<file path="src/rtl/z80_io_bridge_pkg.sv">
// Shared types for the Z80 CPU I/O to VDP port bridge.
// Holds the access state encoding and the address pad width.
package vdp_io_pkg;

    localparam int ADR_PAD_W = 14;

    typedef enum logic [1:0] {
        IDLE,
        ISSUE,
        WAIT_DATA,
        HOLD
    } io_state_e;

endpackage

</file>
<file path="src/rtl/z80_io_bridge_if.sv">
// CPU-side and VDP-side signals of the Z80 I/O bridge.
// master drives the CPU strobes and VDP read data, slave is the bridge.
interface z80_io_bridge_if;

    logic        csr_n;
    logic        csw_n;
    logic [1:0]  mode;
    logic [7:0]  cd_in;
    logic [7:0]  vdp_dbi;
    logic        req;
    logic        wrt;
    logic [15:0] adr;
    logic [7:0]  dbo;
    logic [7:0]  cpu_dbi;
    logic        busy;

    modport master (
        output csr_n, csw_n, mode, cd_in, vdp_dbi,
        input  req, wrt, adr, dbo, cpu_dbi, busy
    );

    modport slave (
        input  csr_n, csw_n, mode, cd_in, vdp_dbi,
        output req, wrt, adr, dbo, cpu_dbi, busy
    );

endinterface

</file>
<file path="src/rtl/z80_io_bridge_io_strobe_filter.sv">
// Two-flop synchroniser plus optional run-length glitch filter for one strobe.
// Filter stage present only when CPU_IO_GLITCH_FILTER_EN is defined.
module io_strobe_filter #(
    parameter int FILTER_LEN = 3
) (
    input  logic clk,
    input  logic reset,
    input  logic strobe_n,
    output logic filt_n
);

    logic sync1_q;
    logic sync2_q;

    // Empty marker block; elaboration tolerates only 1..8.
    if (FILTER_LEN < 1 || FILTER_LEN > 8) begin : g_filter_len_range
    end

    // Bring the asynchronous strobe into the clk domain.
    always_ff @(posedge clk) begin
        if (reset) begin
            sync1_q <= 1'b1;
            sync2_q <= 1'b1;
        end else begin
            sync1_q <= strobe_n;
            sync2_q <= sync1_q;
        end
    end

`ifdef CPU_IO_GLITCH_FILTER_EN
    localparam logic [2:0] LAST = 3'(FILTER_LEN - 1);

    logic       filt_q;
    logic [2:0] cnt_q;

    // Accept a new level only after FILTER_LEN differing samples in a row.
    always_ff @(posedge clk) begin
        if (reset) begin
            filt_q <= 1'b1;
            cnt_q  <= 3'd0;
        end else if (sync2_q == filt_q) begin
            cnt_q  <= 3'd0;
        end else if (cnt_q == LAST) begin
            filt_q <= sync2_q;
            cnt_q  <= 3'd0;
        end else begin
            cnt_q  <= cnt_q + 3'd1;
        end
    end

    assign filt_n = filt_q;
`else
    assign filt_n = sync2_q;
`endif

endmodule

</file>
<file path="src/rtl/z80_io_bridge.sv">
// Z80 I/O strobe to VDP single-cycle request bridge.
// Strobe glitch filter enabled by defining CPU_IO_GLITCH_FILTER_EN.
module z80_io_bridge
    import vdp_io_pkg::*;
#(
    parameter int FILTER_LEN = 3,
    parameter int READ_LAT   = 2
) (
    input  logic            clk,
    input  logic            reset,
    z80_io_bridge_if.slave  bus
);

    io_state_e   state_q;
    io_state_e   state_d;
    logic        fcsr_n;
    logic        fcsw_n;
    logic        start;
    logic        lat_done;
    logic        wr_q;
    logic [3:0]  lat_q;
    logic [15:0] adr_q;
    logic [7:0]  dbo_q;
    logic [7:0]  cpu_q;

    io_strobe_filter #(.FILTER_LEN(FILTER_LEN)) u_rd_filt (
        .clk      (clk),
        .reset    (reset),
        .strobe_n (bus.csr_n),
        .filt_n   (fcsr_n)
    );

    io_strobe_filter #(.FILTER_LEN(FILTER_LEN)) u_wr_filt (
        .clk      (clk),
        .reset    (reset),
        .strobe_n (bus.csw_n),
        .filt_n   (fcsw_n)
    );

    // Both strobes low together is not a valid access.
    assign start    = fcsr_n ^ fcsw_n;
    assign lat_done = (lat_q == 4'(READ_LAT - 1));

    // Access state register.
    always_ff @(posedge clk) begin
        if (reset) begin
            state_q <= IDLE;
        end else begin
            state_q <= state_d;
        end
    end

    // Next access state; HOLD waits for both strobes released.
    always_comb begin
        state_d = state_q;
        unique case (state_q)
            IDLE:      if (start) state_d = ISSUE;
            ISSUE:     state_d = wr_q ? HOLD : WAIT_DATA;
            WAIT_DATA: if (lat_done) state_d = HOLD;
            HOLD:      if (fcsr_n && fcsw_n) state_d = IDLE;
            default:   state_d = IDLE;
        endcase
    end

    // Latch the access at issue, count read latency, capture read data.
    always_ff @(posedge clk) begin
        if (reset) begin
            adr_q <= '0;
            dbo_q <= '0;
            wr_q  <= 1'b0;
            lat_q <= '0;
            cpu_q <= '0;
        end else begin
            if (state_q == IDLE && start) begin
                adr_q <= {ADR_PAD_W'(0), bus.mode};
                dbo_q <= bus.cd_in;
                wr_q  <= ~fcsw_n;
            end
            if (state_q == WAIT_DATA) begin
                lat_q <= lat_q + 4'd1;
            end else begin
                lat_q <= '0;
            end
            if (state_q == WAIT_DATA && lat_done) begin
                cpu_q <= bus.vdp_dbi;
            end
        end
    end

    assign bus.req     = (state_q == ISSUE);
    assign bus.wrt     = (state_q == ISSUE) && wr_q;
    assign bus.busy    = (state_q != IDLE);
    assign bus.adr     = adr_q;
    assign bus.dbo     = dbo_q;
    assign bus.cpu_dbi = cpu_q;

endmodule

</file>
<file path="src/flat_wrapper.sv">
// flat-port wrapper written by rule: the top's interface ports become plain ports
module z80_io_bridge_flat import vdp_io_pkg::*;
#(
    parameter int FILTER_LEN = 3,
    parameter int READ_LAT   = 2
)
  (clk, reset, bus_csr_n, bus_csw_n, bus_mode, bus_cd_in, bus_vdp_dbi, bus_req, bus_wrt, bus_adr, bus_dbo, bus_cpu_dbi, bus_busy);
  z80_io_bridge_if bus_i ();
  input  logic clk;
  input  logic reset;
  input wire logic [$bits(bus_i.csr_n)-1:0] bus_csr_n;
  input wire logic [$bits(bus_i.csw_n)-1:0] bus_csw_n;
  input wire logic [$bits(bus_i.mode)-1:0] bus_mode;
  input wire logic [$bits(bus_i.cd_in)-1:0] bus_cd_in;
  input wire logic [$bits(bus_i.vdp_dbi)-1:0] bus_vdp_dbi;
  output wire logic [$bits(bus_i.req)-1:0] bus_req;
  output wire logic [$bits(bus_i.wrt)-1:0] bus_wrt;
  output wire logic [$bits(bus_i.adr)-1:0] bus_adr;
  output wire logic [$bits(bus_i.dbo)-1:0] bus_dbo;
  output wire logic [$bits(bus_i.cpu_dbi)-1:0] bus_cpu_dbi;
  output wire logic [$bits(bus_i.busy)-1:0] bus_busy;
  assign bus_i.csr_n = bus_csr_n;
  assign bus_i.csw_n = bus_csw_n;
  assign bus_i.mode = bus_mode;
  assign bus_i.cd_in = bus_cd_in;
  assign bus_i.vdp_dbi = bus_vdp_dbi;
  assign bus_req = bus_i.req;
  assign bus_wrt = bus_i.wrt;
  assign bus_adr = bus_i.adr;
  assign bus_dbo = bus_i.dbo;
  assign bus_cpu_dbi = bus_i.cpu_dbi;
  assign bus_busy = bus_i.busy;
  z80_io_bridge #(.FILTER_LEN(FILTER_LEN), .READ_LAT(READ_LAT)) u_core (.clk(clk), .reset(reset), .bus(bus_i));
endmodule
</file>
<file path="config.mk">
export PLATFORM = sky130hd
export DESIGN_NAME = z80_io_bridge_flat
export DESIGN_NICKNAME = d
export VERILOG_FILES = /design/src/rtl/z80_io_bridge_pkg.sv /design/src/rtl/z80_io_bridge_if.sv /design/src/rtl/z80_io_bridge_io_strobe_filter.sv /design/src/rtl/z80_io_bridge.sv /design/src/flat_wrapper.sv
export SDC_FILE = /design/constraint.sdc
export NUM_CORES = 1
export LEC_CHECK = 0
export CAP_MARGIN = 20
export CORE_ASPECT_RATIO = 1.25
export CORE_MARGIN = 2
export CORE_UTILIZATION = 50
export DETAILED_ROUTE_END_ITERATION = 12
export DONT_BUFFER_PORTS = 1
export RECOVER_POWER = 25
export SYNTH_ARGS = -nofsm -noshare
export SYNTH_HDL_FRONTEND = slang
export SYNTH_SLANG_ARGS = --single-unit
</file>
<file path="constraint.sdc">
create_clock -name clk -period 3.7 [get_ports clk]
set_input_delay 0.925 -clock clk [delete_from_list [all_inputs] [get_ports clk]]
set_output_delay 0.925 -clock clk [all_outputs]
set_load 0.05 [all_outputs]
</file>
# == Yosys cells after proc, flatten, opt, wreduce, memory -nomap -nowiden ==
# Cells that the tools add are included.
# totals
ff_bits,29
out_inout_bits,35
# classes
reduce_logical,8
n_bitwise,3
n_eq_ne,7
addsub,1
mux,5
# ops
cell,count
$pmux W2 S4,1
$mux W2,3
$ne A2 B1 Y1 const B,3
$add A4 B1 Y4 const B,1
$eq A2 B2 Y1 const B,2
$eq A4 B1 Y1 const B,1
$logic_and A1 B1 Y1,4
$reduce_and A3 Y1,1
$eq A2 B1 Y1 const B,1
$logic_not A2 Y1,1
$not A1 Y1,2
$reduce_bool A2 Y1,1
$reduce_or A2 Y1,1
$mux W1,1
$xor A1 B1 Y1,1

# == Longest topological paths before layout ==
# logic_depth
ltp_word,3
mapped_depth,6
depth_no_buf,5

# == By module ==
# A second synthesis with hierarchy kept.
# hier_totals
hier_cells,134
area_unflattened_um2,1249.9
# by_module_without_submodules
module,cells_each,area_per_inst_um2,seq_area_each_um2,n_inst
z80_io_bridge,126,1144.8,500.5,1
io_strobe_filter,4,52.6,40.0,2

# == Least setup slack after synthesis ==
# No wires, ideal clock.
# synth_path
kind,flip-flop to output port
from,register u_core.state_q[1]
to,output bus_wrt
arrival_time_ns,1.378
required_ns,2.775
path_stages_with_launch,4
path_slack_ns,1.397
cell_sequence,dfxtp_1 -> inv_1 -> ha_1 -> and2_1
# synth_via
elab_chain_len,2
# synth_rtl
item,line_no,rtl
"start, declared",z80_io_bridge.sv:14,io_state_e state_q;
"start signal, assigned",z80_io_bridge.sv:49,state_q <= state_d;
$eq A2 B1 Y1,-,
net bus_req,flat_wrapper.sv:16,output wire logic [$bits(bus_i.req)-1:0] bus_req;
$logic_and A1 B1 Y1,z80_io_bridge.sv:91,assign bus.wrt = (state_q == ISSUE) && wr_q;
"end, declared",flat_wrapper.sv:17,output wire logic [$bits(bus_i.wrt)-1:0] bus_wrt;
# The timed path passes the listed nets, and every way through them passes these cells.

# == Worst setup path in the final report ==
# Same ends and word-level chain as after synthesis.

==> summary.txt <==
Floorplanning
  – Row cnt: 20
  – DIE AREA: 2916 um^2
  – # IOs: 57
  – Die width: 48.70 um
  – Core Footprint: 2402 um^2
  – Initial Util: 0.5198
  – Die height: 59.88 um

Clocking
  – Max clock buf depth: 2
  – Cts repair resizes: 0
  – Hold Buf Count CTS: 0
  – CTS sink count: 29
  – Root Driver: clkbuf_4
  – H-tree levels: 2
  – CTS tree: done
  – Total CTS buffers: 5
  – Worst skew pair latency: 330 ps
  – Post-CTS Setup Bufs: 0
  – CTS clk-pin slew, worst paths: 90 ps

Cells and area
  – Final Non-Filler Cells: 171
  – Most frequent cells in the layout: dfxtp_1, nand2_1, conb_1
  – Layout area overhead: 5.411%
  – FF+latch area: 580.6 um^2
  – Multi-input logic area: 576.8 um^2
  – Util after Layout: 0.5479
  – Antenna Cells: 0
  – Fill cells: 239
  – Commonest non-fill, non-tap cell in the layout: dfxtp_1
  – Share of cells above drive strength 1: 0.1014
  – Nets: 166

Critical path
  – Critical path, cell by cell: inv_1 -> ha_1 -> and2_1
  – Top delay family on crit path: simple AND/OR/NAND/NOR gates
  – Max stage delay cell, worst path: and2_1
  – CP Buf/Inv Count: 1
  – R2r startpoint: u_core.state_q[1]
  – Critical Path End Type: output port
  – Setup CP Type: flip-flop to output port
  – Worst reg2reg setup slack: 1790 ps
  – Data arrival, critical path: 1800 ps
  – Max incr delay on CP: 540 ps
  – Setup crit end: bus_wrt
  – FF-to-FF End: u_core.state_q[0]
  – CP Max Fanout: 5
  – Stages on worst setup path: 3
  – Crit path launch: u_core.state_q[1]
  – Worst setup SP type: flip-flop
  – Worst EP required: 2770 ps
  – Reg2reg path depth: 5

STA
  – Fmax: 366.7 MHz
  – Pin slew with the least headroom to its limit: 597.3 ps
  – Final Skew: 8.274 ps
  – Fin. Hold Viols: 0
  – RSZ-0062 raised after global routing: false
  – Final setup violation count: 0
  – Final WS setup: 973.2 ps
  – Tmin final: 2727 ps
  – Setup TNS: 0 ps
  – Final max-slew violation count: 0
  – Min Hold Slack: 411.9 ps
  – Final period util: 0.7370
  – Relative slew slack: 0.6016

Detailed routing
  – Final antenna-violating net count: 0
  – WL final: 1970 um
  – DRC viols: 0
  – Vias: 827
  – First drt pass iteration count: 3
  – Drt via density: 4.836
  – Initial DRC count: 14
  – WL per Instance: 11.52 um

Flow run
  – Max Cap Viol: 0

Global route
  – Gr usage total: 0.1554
  – Largest net degree at the start of global routing: 29
  – Total global routing overflow: 0
  – Vias in the first global route: 809
  – First-pass GRT wire length: 3291 um
  – Initial antenna violation count: 0

Yosys
  – Top FF cell, synth: dfxtp_1
  – Avg Synthesized Cell Area: 9.182 um^2
  – Leading area contributor after synthesis: dfxtp_1
  – YS warnings: 0
  – Largest cells by area after synthesis: dfxtp_1, buf_4, mux2i_1
  – Count of different cell masters after synthesis: 24
  – Post-synthesis sequential area ratio: 0.4649
  – Mapped cell area: 1249 um^2
  – Synth async-reset ratio: 0
  – Synthesis-stage register bit count: 29
  – Post-synth EDFFs: 0
  – Synth top area share: 0.4649
  – Gate Count Post-Synth: 136

Pwr
  – Lkg Pwr: 0.0005187 uW
  – VDD IR max: 448.0 uV
  – Power per cell area: 693.3 nW/um^2

Placement
  – Inst Count DP: 163
  – Place WS: 1340 ps
  – GPL Wtd Cong: 0.7182
  – Detailed placement HPWL: 1420 um
  – Port Buf Inserts: 0

Worst hold path
  – Worst Hold Class: flip-flop to flip-flop
  – Hold depth: 1

Status
  – Outcome: complete, no violations
==> worst min path at each step <==
stage,end,from
finish,u_core.u_wr_filt.filt_n,u_core.u_wr_filt.sync1_q
global placement,u_core.u_wr_filt.filt_n,u_core.u_wr_filt.sync1_q
CTS,u_core.u_wr_filt.filt_n,u_core.u_wr_filt.sync1_q
detailed placement,u_core.u_rd_filt.filt_n,u_core.u_rd_filt.sync1_q
global route,u_core.u_wr_filt.filt_n,u_core.u_wr_filt.sync1_q
floorplan,u_core.u_rd_filt.filt_n,u_core.u_rd_filt.sync1_q
==> worst register-to-register path: cells and delay by family (launching register included) <==
family	cells	cell delay, ps
compound gates	2	480
flops	1	410
fa+ha+maj	1	370
buf+inv	1	80
simple gates	1	430
==> metrics by stage <==
step | area (um^2) | total power [uW]
after floorplan | 1297 | 592.3
after global placement | 1214 | 596.3
after detailed placement | 1214 | 602.5
after CTS | 1316 | 921.7
after global routing | 1316 | 956.5
final | 1316 | 912.5
==> cells in the mapped netlist, types with 2 or more instances <==
library cell   n
inv_1          4
ha_1           7
nor2b_1        3
a21oi_1       11
nand3_1        2
dfxtp_1       29
buf_4         14
or2_2          4
nand2b_1       3
nand2_1       21
and2_1         2
nor2_1        13
clkbuf_1       4
mux2i_1        9
==> flip-flops by register name (all words and copies together) (netlist names) <==
signal                    count
u_core.u_rd_filt.filt_n       1
u_core.u_wr_filt.filt_n       1
u_core.u_rd_filt.sync1_q      1
u_core.u_wr_filt.sync1_q      1
u_core.state_q                2
u_core.lat_q                  4
u_core.bus.dbo                8
u_core.bus.cpu_dbi            8
u_core.wr_q                   1
u_core.bus.adr                2
==> area by class of cell <==
type                            instances  share of cell area
Inverter                                4             0.01141
Clock inverter                          3             0.04943
Tap cell                               33             0.03137
Multi-Input combinational cell         97              0.4382
Clock buffer                            5             0.02852
Sequential cell                        29              0.4411
==> cells by family after synthesis <==
| logic type | count (synthesis) | synth area share |
|---|---|---|
| multiplexers | 9 | 0.07215 |
| adder cells (fa/ha/maj) | 7 | 0.07014 |
| other | 1 | 0.003003 |
| AO/OA/AOI/OAI | 15 | 0.07616 |
| AND/OR/NAND/NOR | 50 | 0.1874 |
| XOR/XNOR | 2 | 0.01403 |
| flip-flops | 29 | 0.4649 |
| buffers and inverters | 23 | 0.1122 |
==> routing by layer <==
layer,vias to the layer above,part of all wire,GRT usage
met3,7,0.076,0.05750
met1,375,0.41,0.1586
met2,32,0.48,0.2544
met5,-,0,0
li1,413,-,-
met4,0,0.032,0.1347
==> report_power, final <==
group          leakage (uW)  internal (uW)  switching, uW
sequential         0.000236            338           61.7
combinational      0.000228           53.7            139
clock             0.0000552            209            111
total              0.000519            601            312
Power figures use the tool's default switching activity.
